`src/rtl/pe_dispatch_pkg.sv`:
```
// Shared constants for the PE dispatcher: instruction field layout, hold-entry
// state encoding and a bit-width helper.
package pe_dispatch_pkg;

  localparam int INST_W      = 64;
  localparam int PE_ID_LSB   = 52;
  localparam int PE_ID_W     = 6;
  localparam int BARRIER_BIT = 60;

  typedef enum logic [1:0] {
    ST_EMPTY = 2'd0,
    ST_WAIT  = 2'd1,
    ST_ISSUE = 2'd2
  } hold_st_e;

  // Bits needed to hold any count from 0 to n inclusive.
  function automatic int bw(input int n);
    return (n <= 1) ? 1 : $clog2(n + 1);
  endfunction

endpackage

```
`src/rtl/pe_dispatch_mask_dec.sv`:
```
// Target-PE mask decoder: one-hot PE in single mode, a group of four PEs
// otherwise. Out-of-range ids produce an all-zero mask and valid_o=0.
module pe_mask_dec
  import pe_dispatch_pkg::*;
#(
  parameter int PE_NUM = 32
) (
  input  logic [PE_ID_W-1:0] pe_id_i,
  input  logic               single_i,
  output logic [PE_NUM-1:0]  mask_o,
  output logic               valid_o
);

  localparam int GRP_NUM = PE_NUM / 4;

  logic in_range_single;
  logic in_range_group;

  assign in_range_single = int'(pe_id_i) < PE_NUM;
  assign in_range_group  = int'(pe_id_i) < GRP_NUM;
  assign valid_o         = single_i ? in_range_single : in_range_group;

  // Equality per bit keeps out-of-range ids at zero without a wide shifter.
  genvar gi;
  generate
    for (gi = 0; gi < PE_NUM; gi++) begin : g_pe
      localparam int GRP_IDX = gi / 4;
      assign mask_o[gi] = single_i ? (int'(pe_id_i) == gi)
                                   : (int'(pe_id_i) == GRP_IDX);
    end
  endgenerate

endmodule

```
`src/rtl/pe_dispatch.sv`:
```
// In-order instruction scheduler in front of pe_array: one-entry hold register,
// per-PE busy scoreboard, local barrier retirement and statistic counters.
module pe_dispatch
  import pe_dispatch_pkg::*;
#(
  parameter int PE_NUM = 32,
  parameter int CNT_W  = 16
) (
  input  logic              clk_i,
  input  logic              rst_ni,
  input  logic [3:0]        layer_type_i,
  input  logic [INST_W-1:0] s_ins_i,
  input  logic              s_ins_valid_i,
  output logic              s_ins_ready_o,
  output logic [INST_W-1:0] m_ins_o,
  output logic              m_ins_valid_o,
  input  logic              m_ins_ready_i,
  input  logic [PE_NUM-1:0] pe_done_i,
  output logic [PE_NUM-1:0] busy_o,
  output logic              idle_o,
  output logic              barrier_done_o,
  output logic              err_o,
  output logic [CNT_W-1:0]  issued_cnt_o,
  output logic [CNT_W-1:0]  completed_cnt_o
);

  localparam int POP_W = bw(PE_NUM);

  hold_st_e          state_q, state_d, phase;
  logic [INST_W-1:0] hold_q, hold_d;
  logic [INST_W-1:0] m_ins_q, m_ins_d;
  logic              m_valid_q, m_valid_d;
  logic [PE_NUM-1:0] busy_q, busy_d;
  logic              err_q, err_d;
  logic              bdone_q, bdone_d;
  logic [CNT_W-1:0]  issued_q, issued_d;
  logic [CNT_W-1:0]  completed_q, completed_d;

  logic [PE_NUM-1:0] hold_mask;
  logic [PE_NUM-1:0] issue_mask;
  logic [PE_NUM-1:0] credited;
  logic [POP_W-1:0]  done_pop;
  logic              mask_ok;
  logic              is_barrier;
  logic              out_free;
  logic              go_issue;
  logic              go_barrier;
  logic              go_drop;
  logic              retire;
  logic              accept;
  logic              issue;
  logic              unused_layer;

  pe_mask_dec #(
    .PE_NUM (PE_NUM)
  ) u_mask_dec (
    .pe_id_i  (hold_q[PE_ID_LSB +: PE_ID_W]),
    .single_i (layer_type_i[0]),
    .mask_o   (hold_mask),
    .valid_o  (mask_ok)
  );

  assign unused_layer = ^layer_type_i[3:1];
  assign is_barrier   = hold_q[BARRIER_BIT];
  assign out_free     = !m_valid_q || m_ins_ready_i;
  assign credited     = pe_done_i & busy_q;

  // ISSUE is the entry's final cycle in WAIT: forwarding, scoreboard set and
  // retire all land on one edge, so the state register itself never holds it.
  always_comb begin : fsm_comb
    state_d    = state_q;
    hold_d     = hold_q;
    phase      = state_q;
    go_issue   = 1'b0;
    go_barrier = 1'b0;
    go_drop    = 1'b0;
    if (state_q == ST_WAIT) begin
      if (is_barrier) begin
        go_barrier = (busy_q == '0) && !m_valid_q;
      end else if (!mask_ok) begin
        go_drop = 1'b1;
      end else begin
        go_issue = ((hold_mask & busy_q) == '0) && out_free;
      end
    end
    if (go_issue) begin
      phase = ST_ISSUE;
    end
    retire        = go_issue || go_barrier || go_drop;
    s_ins_ready_o = (state_q == ST_EMPTY) || retire;
    accept        = s_ins_valid_i && s_ins_ready_o;
    if (accept) begin
      state_d = ST_WAIT;
      hold_d  = s_ins_i;
    end else if (retire) begin
      state_d = ST_EMPTY;
    end
  end

  always_comb begin : datapath_comb
    issue       = (phase == ST_ISSUE);
    issue_mask  = issue ? hold_mask : '0;
    m_ins_d     = issue ? hold_q : m_ins_q;
    m_valid_d   = issue || (m_valid_q && !m_ins_ready_i);
    busy_d      = (busy_q & ~pe_done_i) | issue_mask;
    err_d       = err_q || go_drop || (|(pe_done_i & ~busy_q));
    bdone_d     = go_barrier;
    issued_d    = issued_q + CNT_W'(issue);
    done_pop    = '0;
    for (int i = 0; i < PE_NUM; i++) begin
      done_pop = done_pop + POP_W'(credited[i]);
    end
    completed_d = completed_q + CNT_W'(done_pop);
  end

  always_ff @(posedge clk_i or negedge rst_ni) begin
    if (!rst_ni) begin
      state_q     <= ST_EMPTY;
      hold_q      <= '0;
      m_ins_q     <= '0;
      m_valid_q   <= 1'b0;
      busy_q      <= '0;
      err_q       <= 1'b0;
      bdone_q     <= 1'b0;
      issued_q    <= '0;
      completed_q <= '0;
    end else begin
      state_q     <= state_d;
      hold_q      <= hold_d;
      m_ins_q     <= m_ins_d;
      m_valid_q   <= m_valid_d;
      busy_q      <= busy_d;
      err_q       <= err_d;
      bdone_q     <= bdone_d;
      issued_q    <= issued_d;
      completed_q <= completed_d;
    end
  end

  assign m_ins_o         = m_ins_q;
  assign m_ins_valid_o   = m_valid_q;
  assign busy_o          = busy_q;
  assign idle_o          = (state_q == ST_EMPTY) && !m_valid_q && (busy_q == '0);
  assign barrier_done_o  = bdone_q;
  assign err_o           = err_q;
  assign issued_cnt_o    = issued_q;
  assign completed_cnt_o = completed_q;

endmodule

```
`config.mk`:
```
export PLATFORM = sky130hd
export DESIGN_NAME = pe_dispatch
export DESIGN_NICKNAME = d
export VERILOG_FILES = /design/src/rtl/pe_dispatch_pkg.sv /design/src/rtl/pe_dispatch_mask_dec.sv /design/src/rtl/pe_dispatch.sv
export SDC_FILE = /design/constraint.sdc
export NUM_CORES = 1
export LEC_CHECK = 0
export ABC_AREA = 1
export CAP_MARGIN = 40
export CORE_MARGIN = 2
export CORE_UTILIZATION = 54
export CTS_CLUSTER_SIZE = 10
export DETAILED_ROUTE_END_ITERATION = 8
export HOLD_SLACK_MARGIN = 0.06
export PLACE_DENSITY = 0.87
export SKIP_LAST_GASP = 1
export SLEW_MARGIN = 20
export SYNTH_ARGS = -nofsm -noshare
export SYNTH_HDL_FRONTEND = slang
export SYNTH_HIERARCHICAL = 1
export SYNTH_SLANG_ARGS = --single-unit
```
`constraint.sdc`:
```
create_clock -name clk_i -period 16.6 [get_ports clk_i]
set_input_delay 4.98 -clock clk_i [delete_from_list [all_inputs] [get_ports clk_i]]
set_output_delay 4.98 -clock clk_i [all_outputs]
set_load 0.02 [all_outputs]
```
==> flow_summary.json, run 1 <==
{
  "ys_ff_latch": 196,
  "crit_type": "primary input to output pin",
  "cts_setup_buffers": 0,
  "power_leakage_nw": 6.60,
  "postPlaceCellArea_um2": 12200,
  "synthCells": 1189,
  "cts.repair.resized": 0,
  "firstDrtPassIters": 5,
  "cp_max_fo": 67,
  "worstMarginPinSlew_ps": 797,
  "slew_violations": 0,
  "drtIter0Drc": 685,
  "wl_met2_mm": 12.9,
  "synthTopCellsByArea": "dfrtp_1 51%, nand2_1 23%, fa_1 5.4%",
  "cts-root-buf": "clkbuf_16",
  "yosysMostFrequentCell": "nand2_1",
  "port_buffers": 233,
  "grt_use_total_pct": 28.3,
  "h-tree-depth": 4,
  "skew_ps": 12.6,
  "start_util_pct": 54.5,
  "viasPerCell": 5.22,
  "grt_pass1_wl_mm": 43.7,
  "slew_headroom_pct": 46.9,
  "topRoutingLayerUsed": "met4",
  "post-dp-hpwl_mm": 19.2,
  "num_antenna_cells": 0,
  "area_delta_synth_final_pct": 31.8,
  "end_kind": "output pin",
  "synth_nets": 1336,
  "nFillCells": 1373,
  "finalHoldViolations": 0,
  "register_area_um2": 4900,
  "synth_largest_area_cell": "dfrtp_1",
  "fin_setup_tns_ps": 0,
  "fin_crit_sh_pct": 77.7,
  "wl_met3_mm": 1.70,
  "grt_max_degree": 68,
  "drt-met1-wl_mm": 11.1,
  "grt_pass1_vias": 8560,
  "powerDensity_nw_per_um2": 161,
  "status": "finished, final reports clean",
  "grt_setup_unrepaired": "no",
  "num_rows": 49,
  "setup_viol": 0,
  "cts_buffers": 17,
  "synth_edf_count": 0,
  "hold_path.class": "flip-flop to flip-flop",
  "nets": 1557,
  "cts_tree": "built",
  "drv.max_cap_violation_count": 0,
  "io_pins": 237,
  "peakVddDrop_v": 0.000154,
  "cts.sinks": 196,
  "yosys_warnings": 6,
  "cts_buffer_depth": 2,
  "gp_congestion": 0.953,
  "ys_types": 30,
  "drive_gt1_share_pct": 3.59,
  "required_ps": 11620,
  "max_freq_mhz": 77.6,
  "cts_hold_buffers": 0,
  "overflow": 0,
  "clkLatencyLatePin_ps": 430,
  "synth_top_area_share_pct": 50.6,
  "start_kind": "primary input",
  "coreArea_um2": 17800,
  "fin_hold_ws_ps": 470,
  "routed_wl_mm": 26.5,
  "synth.avg_cell_area_um2": 8.16,
  "antenna_found_initial": 0,
  "timing.final.crit_period_ps": 12890,
  "yosysSeqAreaShare_pct": 50.6,
  "final_area_um2": 12800,
  "crit_arrival_ps": 7910,
  "yosys_most_used_dff": "dfrtp_1",
  "die_x_um": 138,
  "num_vias": 8612,
  "fp.dieH_um": 138,
  "clk_transition_reported_paths_ps": 80,
  "dieArea_um2": 19000,
  "p_total_mw": 2.06,
  "route.detailed.drc": 0,
  "ant_nets": 0,
  "multi_input_area_um2": 4190,
  "synth_common_cells": "582 x nand2_1, 196 x dfrtp_1, 92 x inv_1",
  "async_flop_share_pct": 100,
  "syn_area_um2": 9700,
  "wire_per_inst_um": 16.0
}
## power breakdown
group          leakage, nW  switching (mW)  internal, mW  total [mW]
clock                0.279           0.204         0.202       0.407
combinational         3.81           0.557         0.344       0.900
sequential            2.51           0.108         0.645       0.752
## path summary, 6_finish.rpt
check	start	to	slack, ps	depth (start not counted)
hold reg to reg	issued_cnt_o[15]	issued_cnt_o[15]	470	1
setup reg to reg	busy_o[0]	completed_cnt_o[10]	10320	19
min in group asynchronous	rst_ni	completed_cnt_o[7]	4520	1
setup / recovery	layer_type_i[0]	s_ins_ready_o	3710	13
hold / removal	issued_cnt_o[15]	issued_cnt_o[15]	470	1
max in group asynchronous	rst_ni	m_ins_o[0]	10740	4
## per-stage QoR
step	worst slack [ps]	cells	util, %
final	3710	1651	71.9
after global routing	3530	1651	71.9
after CTS	3710	1650	71.7
after detailed placement	3750	1619	68.4
after global placement	3700	1617	68.1
after floorplan	5440	1189	-
## layout by cell type (no fill, tap or decap), types with 4 or more instances in the layout
cell and n:
clkdlybuf4s50_1 231, xnor2_1 5, xor2_1 21, nand4_1 13
inv_1 92, dfrtp_1 196, o21ai_0 34, nor2_1 58
fa_1 26, buf_4 6, inv_8 4, ha_1 17
nand2_1 581, nor3_1 5, a21oi_1 7, nand3_1 73
clkbuf_16 17
## cells by family after synthesis
kind of cell / count (synthesis) / synth area share [%]
flip-flops: 196 / 50.6
buffers and inverters: 134 / 6.21
XOR/XNOR: 26 / 2.35
AND/OR/NAND/NOR: 742 / 30.6
adder cells (fa/ha/maj): 43 / 7.56
AO/OA/AOI/OAI: 48 / 2.67
## flip-flops by register name (all words and copies together) (netlist names)
signal and flops:
err_o 1, issued_cnt_o 16, state_q 1, barrier_done_o 1
busy_o 32, m_ins_o 64, m_ins_valid_o 1, hold_q 64
completed_cnt_o 16
## layout make-up
type                            count  area share (%)
Multi-Input combinational cell    859            32.8
Inverter                           94            2.76
Clock buffer                       17            3.33
Tap cell                          229            2.24
Sequential cell                   196            38.4
Timing Repair Buffer              242            19.2
Clock inverter                     14            1.25
## metal layers
metal	global-route usage, %	vias to the layer above
met5	0	-
met2	46.8	340
li1	-	4112
met4	10.8	0
met3	5.26	59
met1	37.5	4101
## worst max-delay path, cell delays in order
cell and delay (ps):
clkdlybuf4s50_1 590, nor2_4 120, nand2_1 140, nand2_1 120, nand2_1 90, nand2_1 50, nor2_1 120, nand2_1 60
nor2_1 140, nand3_2 120, nand3_2 70, buf_4 550, clkdlybuf4s50_1 740
Note: power is estimated with default switching activity, not from simulation.
==> run 2, diff against run 1 <==
--- a/config.mk
+++ b/config.mk
@@ -8,11 +8,11 @@
 export ABC_AREA = 1
 export CAP_MARGIN = 40
 export CORE_MARGIN = 2
-export CORE_UTILIZATION = 54
+export CORE_UTILIZATION = 50
 export CTS_CLUSTER_SIZE = 10
 export DETAILED_ROUTE_END_ITERATION = 8
 export HOLD_SLACK_MARGIN = 0.06
-export PLACE_DENSITY = 0.87
+export PLACE_DENSITY = 0.82
 export SKIP_LAST_GASP = 1
 export SLEW_MARGIN = 20
 export SYNTH_ARGS = -nofsm -noshare
==> constraint.sdc (replaced) <==
create_clock -name clk_i -period 12.15 [get_ports clk_i]
set_input_delay 3.645 -clock clk_i [delete_from_list [all_inputs] [get_ports clk_i]]
set_output_delay 3.645 -clock clk_i [all_outputs]
set_load 0.02 [all_outputs]
==> flow_summary.json, run 2 (synthesized netlist as in run 1, its figures left out) <==
{
  "status": "finished, final reports clean",
  "nets": 1557,
  "r2r-start": "busy_o[0]",
  "cts_hold_buffers": 0,
  "crit_family": "simple AND/OR/NAND/NOR gates",
  "crit_top_cell": "nand2_1",
  "slew_headroom_pct": 47.2,
  "clk_transition_reported_paths_ps": 80,
  "postPlaceCellArea_um2": 12200,
  "hold_path.class": "flip-flop to flip-flop",
  "mostFrequentLayoutCells": "581 x nand2_1, 231 x clkdlybuf4s50_1, 196 x dfrtp_1",
  "grt_setup_unrepaired": "no",
  "num_vias": 8579,
  "cp_num_buf_inv": 2,
  "cts_buffers": 17,
  "switchingPower_mw": 1.18,
  "grt_pass1_wl_mm": 41.6,
  "cts_setup_buffers": 0,
  "area_delta_synth_final_pct": 32.2,
  "io_pins": 237,
  "routed_wl_mm": 26.0,
  "clkLatencyLatePin_ps": 440,
  "port_buffers": 233,
  "coreArea_um2": 18900,
  "drv.max_cap_violation_count": 0,
  "pwr-share-clk_pct": 20.2,
  "start_util_pct": 51.3,
  "grt_pass1_vias": 8195,
  "r2r-end": "completed_cnt_o[10]",
  "slew_violations": 0,
  "final_area_um2": 12800,
  "reg2reg_depth": 19,
  "firstDrtPassIters": 5,
  "cp.depth": 13,
  "crit_arrival_ps": 5990,
  "timing.final.crit_period_ps": 9640,
  "viasPerCell": 5.10,
  "fin_crit_sh_pct": 79.3,
  "cp-endpoint": "s_ins_ready_o",
  "slowest_delay_ps": 590,
  "r2r_setup_slack_ps": 6070,
  "peakVddDrop_v": 0.000148,
  "grt_max_degree": 84,
  "cts_tree": "built",
  "cts.sinks": 196,
  "required_ps": 8500,
  "wire_per_inst_um": 15.5,
  "max_freq_mhz": 104,
  "dieArea_um2": 20500,
  "crit_chain": "clkdlybuf4s50_1 -> nand2_2 -> nor2_4 -> nand2_1 -> nand2_1 -> nand2_1 -> nand2_1 -> nor2_1 -> nand2_1 -> nor2_1 -> nand3_2 -> nand3_2 -> clkdlybuf4s50_1",
  "gp_congestion": 0.963,
  "seq_power_share_pct": 36.5,
  "die_x_um": 143,
  "grt_use_total_pct": 25.9,
  "num_antenna_cells": 0,
  "slowest_stage": "clkdlybuf4s50_1",
  "cts_buffer_depth": 2,
  "powerDensity_nw_per_um2": 219,
  "cp_max_fo": 16,
  "crit_type": "primary input to output pin",
  "cts-root-buf": "clkbuf_16",
  "finalHoldViolations": 0,
  "swShare_pct": 42.0,
  "pwr-share-comb_pct": 43.3,
  "worstHoldPathCells": 2,
  "min_from": "hold_q[61]",
  "mostFrequentLayoutCell": "nand2_1",
  "intPower_mw": 1.63,
  "drtIter0Drc": 569,
  "setup_viol": 0,
  "fin_setup_tns_ps": 0,
  "fp.dieH_um": 143,
  "antenna_found_initial": 0,
  "ant_nets": 0,
  "h-tree-depth": 4,
  "end_kind": "output pin",
  "cts.repair.resized": 0,
  "start_kind": "primary input",
  "power_leakage_nw": 6.61,
  "skew_ps": 18.5,
  "drive_gt1_share_pct": 3.65,
  "post-dp-hpwl_mm": 18.9,
  "overflow": 0,
  "worstMarginPinSlew_ps": 791,
  "crit_start": "layer_type_i[0]",
  "num_rows": 50,
  "route.detailed.drc": 0
}
run 2: cell types whose count changed in the layout (fill, tap and decap cells not counted):
| cell | delta |
|---|---|
| clkinv_8 | +1 |
| clkinv_2 | +1 |
| buf_16 | -1 |
| inv_6 | +4 |
| inv_12 | +1 |
| inv_8 | -2 |
| buf_4 | +1 |
| clkinv_4 | -2 |
| clkinvlp_4 | -2 |
run 2: layer usage:
| metal | part of all wire, % | vias to the layer above | global-route usage (%) |
|---|---|---|---|
| li1 | - | 4101 | - |
| met2 | 48 | 340 | 41.7 |
| met5 | 0 | - | 0 |
| met4 | 2.4 | 0 | 8.67 |
| met3 | 8.3 | 49 | 6.20 |
| met1 | 41 | 4089 | 34.8 |
run 2: power groups by stage:
stage          Sequential, mW  Clock, mW  Combinational [mW]
5_1_grt                  1.06      0.603                1.35
4_1_cts                  1.03      0.579                1.23
3_5_place_dp             1.03          0                1.22
2_1_floorplan            1.15          0               0.632
3_3_place_gp             1.03          0                1.18
6_report                 1.03      0.567                1.22
run 2: how the worst min path moves through the flow:
stage,endpoint
2_1_floorplan,hold_q[0]
3_3_place_gp,m_ins_o[2]
3_5_place_dp,m_ins_o[6]
4_1_cts,m_ins_o[61]
5_1_grt,m_ins_o[61]
6_report,m_ins_o[61]
run 2: tightest hold or removal path, delay by kind of cell (launching register included):
family | cells | cell delay [ps]
simple gates | 2 | 90
flops | 1 | 350
run 2: cell type report:
type                            count  area [µm²]
Inverter                           94         353
Timing Repair Buffer              242        2440
Sequential cell                   196        4900
Fill cell                        1571        6080
Clock inverter                     15         178
Multi-Input combinational cell    859        4190
Tap cell                          260         325
Clock buffer                       17         425
run 2: stage by stage:
| step | utilization, % | power [mW] | std cells | worst slack (ps) | hold WS, ps |
|---|---|---|---|---|---|
| finish | 67.8 | 2.81 | 1683 | 2510 | 465 |
| global route | 67.8 | 3.01 | 1683 | 2380 | 486 |
| CTS | 67.7 | 2.83 | 1682 | 2550 | 468 |
| detailed placement | 64.5 | 2.26 | 1650 | 2430 | 454 |
| global placement | 64.4 | 2.21 | 1649 | 2550 | 447 |
| floorplan | - | 1.78 | 1189 | 3310 | 442 |
==> run 3, diff against run 2 <==
==> constraint.sdc (replaced) <==
create_clock -name clk_i -period 10.05 [get_ports clk_i]
set_input_delay 3.015 -clock clk_i [delete_from_list [all_inputs] [get_ports clk_i]]
set_output_delay 3.015 -clock clk_i [all_outputs]
set_load 0.02 [all_outputs]
==> flow_summary.json, run 3 (synthesized netlist as in run 1, its figures left out) <==
{
  "status": "finished, final reports clean",
  "worstHoldEndpoint": "m_ins_o[63]",
  "slew_headroom_pct": 48.4,
  "r2r-end": "completed_cnt_o[10]",
  "power_leakage_nw": 6.61,
  "post-dp-hpwl_mm": 18.7,
  "cp_max_fo": 3,
  "viasPerCell": 5.07,
  "timing.final.crit_period_ps": 8630,
  "nFillCells": 1545,
  "start_kind": "primary input",
  "r2r_setup_slack_ps": 3960,
  "fp.dieH_um": 143,
  "mostFrequentLayoutCell": "nand2_1",
  "drtIter0Drc": 630,
  "finalHoldViolations": 0,
  "peakVddDrop_v": 0.000152,
  "fin_crit_sh_pct": 85.9,
  "reg2reg_depth": 19,
  "cts-root-buf": "clkbuf_16",
  "cts_setup_buffers": 0,
  "num_antenna_cells": 0,
  "port_buffers": 233,
  "min_from": "hold_q[63]",
  "grt_pass1_wl_mm": 41.3,
  "end_kind": "flip-flop",
  "nets": 1557,
  "antenna_found_initial": 0,
  "drv.max_cap_violation_count": 0,
  "grt_pass1_vias": 8216,
  "mostFrequentLayoutCells": "581 x nand2_1, 231 x clkdlybuf4s50_1, 196 x dfrtp_1",
  "gp_congestion": 0.978,
  "dieArea_um2": 20500,
  "hold_path.class": "flip-flop to flip-flop",
  "ant_nets": 0,
  "drive_gt1_share_pct": 3.58,
  "num_vias": 8538,
  "grt_use_total_pct": 25.7,
  "crit_arrival_ps": 8950,
  "num_rows": 50,
  "p_total_mw": 3.40,
  "io_pins": 237,
  "start_util_pct": 51.3,
  "cts_hold_buffers": 0,
  "firstDrtPassIters": 5,
  "coreArea_um2": 18900,
  "r2r-start": "busy_o[0]",
  "grt_max_degree": 93,
  "die_x_um": 143,
  "slew_violations": 0,
  "fin_setup_tns_ps": 0,
  "overflow": 0,
  "area_delta_synth_final_pct": 32.4,
  "powerDensity_nw_per_um2": 265,
  "worstMarginPinSlew_ps": 774,
  "cts.sinks": 196,
  "routed_wl_mm": 26.0,
  "grt_setup_unrepaired": "no",
  "required_ps": 10370,
  "skew_ps": 10.9,
  "clk_transition_reported_paths_ps": 80,
  "fin_hold_ws_ps": 469,
  "worstHoldPathCells": 2,
  "route.detailed.drc": 0,
  "cts_buffers": 17,
  "cts_tree": "built",
  "max_freq_mhz": 116,
  "setup_viol": 0,
  "clkLatencyLatePin_ps": 430,
  "cts.repair.resized": 0,
  "h-tree-depth": 4,
  "cts_buffer_depth": 2,
  "crit_type": "primary input to flip-flop",
  "wire_per_inst_um": 15.4
}
==> run 3: how the worst max path moves through the flow <==
stage / from / end / slack, ps
final: pe_done_i[16] / completed_cnt_o[10] / 1420
after global routing: pe_done_i[22] / completed_cnt_o[10] / 1100
after CTS: pe_done_i[16] / completed_cnt_o[10] / 1400
after detailed placement: pe_done_i[16] / completed_cnt_o[10] / 960
after global placement: pe_done_i[16] / completed_cnt_o[10] / 1070
after floorplan: pe_done_i[0] / completed_cnt_o[10] / 1840
==> run 3: report_power, final <==
part / total (mW) / switching (mW) / internal [mW]
Sequential: 1.24 / 0.174 / 1.06
Clock: 0.690 / 0.351 / 0.340
Combinational: 1.47 / 0.907 / 0.564
Total: 3.40 / 1.43 / 1.97
==> run 3: area by class of cell <==
cell class                 instances  area [µm²]  area share, %
clock buffer                      18         429           3.34
clock inverter                    14         178           1.38
inverter                          94         353           2.75
multi-input combinational        859        4190           32.7
sequential                       196        4900           38.2
tap                              260         325           2.53
timing repair buffer             242        2460           19.1
==> run 3: per-stage QoR <==
step | setup slack (ps) | instances | util, % | area (µm²)
4_1_cts | 1400 | 1683 | 68.0 | 12800
5_1_grt | 1100 | 1683 | 68.0 | 12800
3_3_place_gp | 1070 | 1648 | 64.3 | 12200
3_5_place_dp | 963 | 1651 | 64.8 | 12200
2_1_floorplan | 1840 | 1189 | - | 9700
6_report | 1420 | 1683 | 68.0 | 12800
==> run 3: routing by layer <==
layer  track usage (%)  routed length (µm)  vias up
met1              34.7               11100     4047
met5                 0                   0        -
met3              5.63                1940       48
met4              9.65                 668        0
li1                  -                   -     4109
met2              41.1               12300      334
==> run 3: worst max-delay path: stages <==
cell and delay (ps):
clkdlybuf4s50_1 510, nand2_1 90, fa_1 510, fa_1 530, fa_1 590, fa_1 460
fa_1 590, inv_1 70, fa_1 540, inv_1 60, fa_1 460, fa_1 410
o21ai_0 360, a21oi_1 180, o21ai_0 380, nand2_1 90, nand2_1 70, nand2_1 50
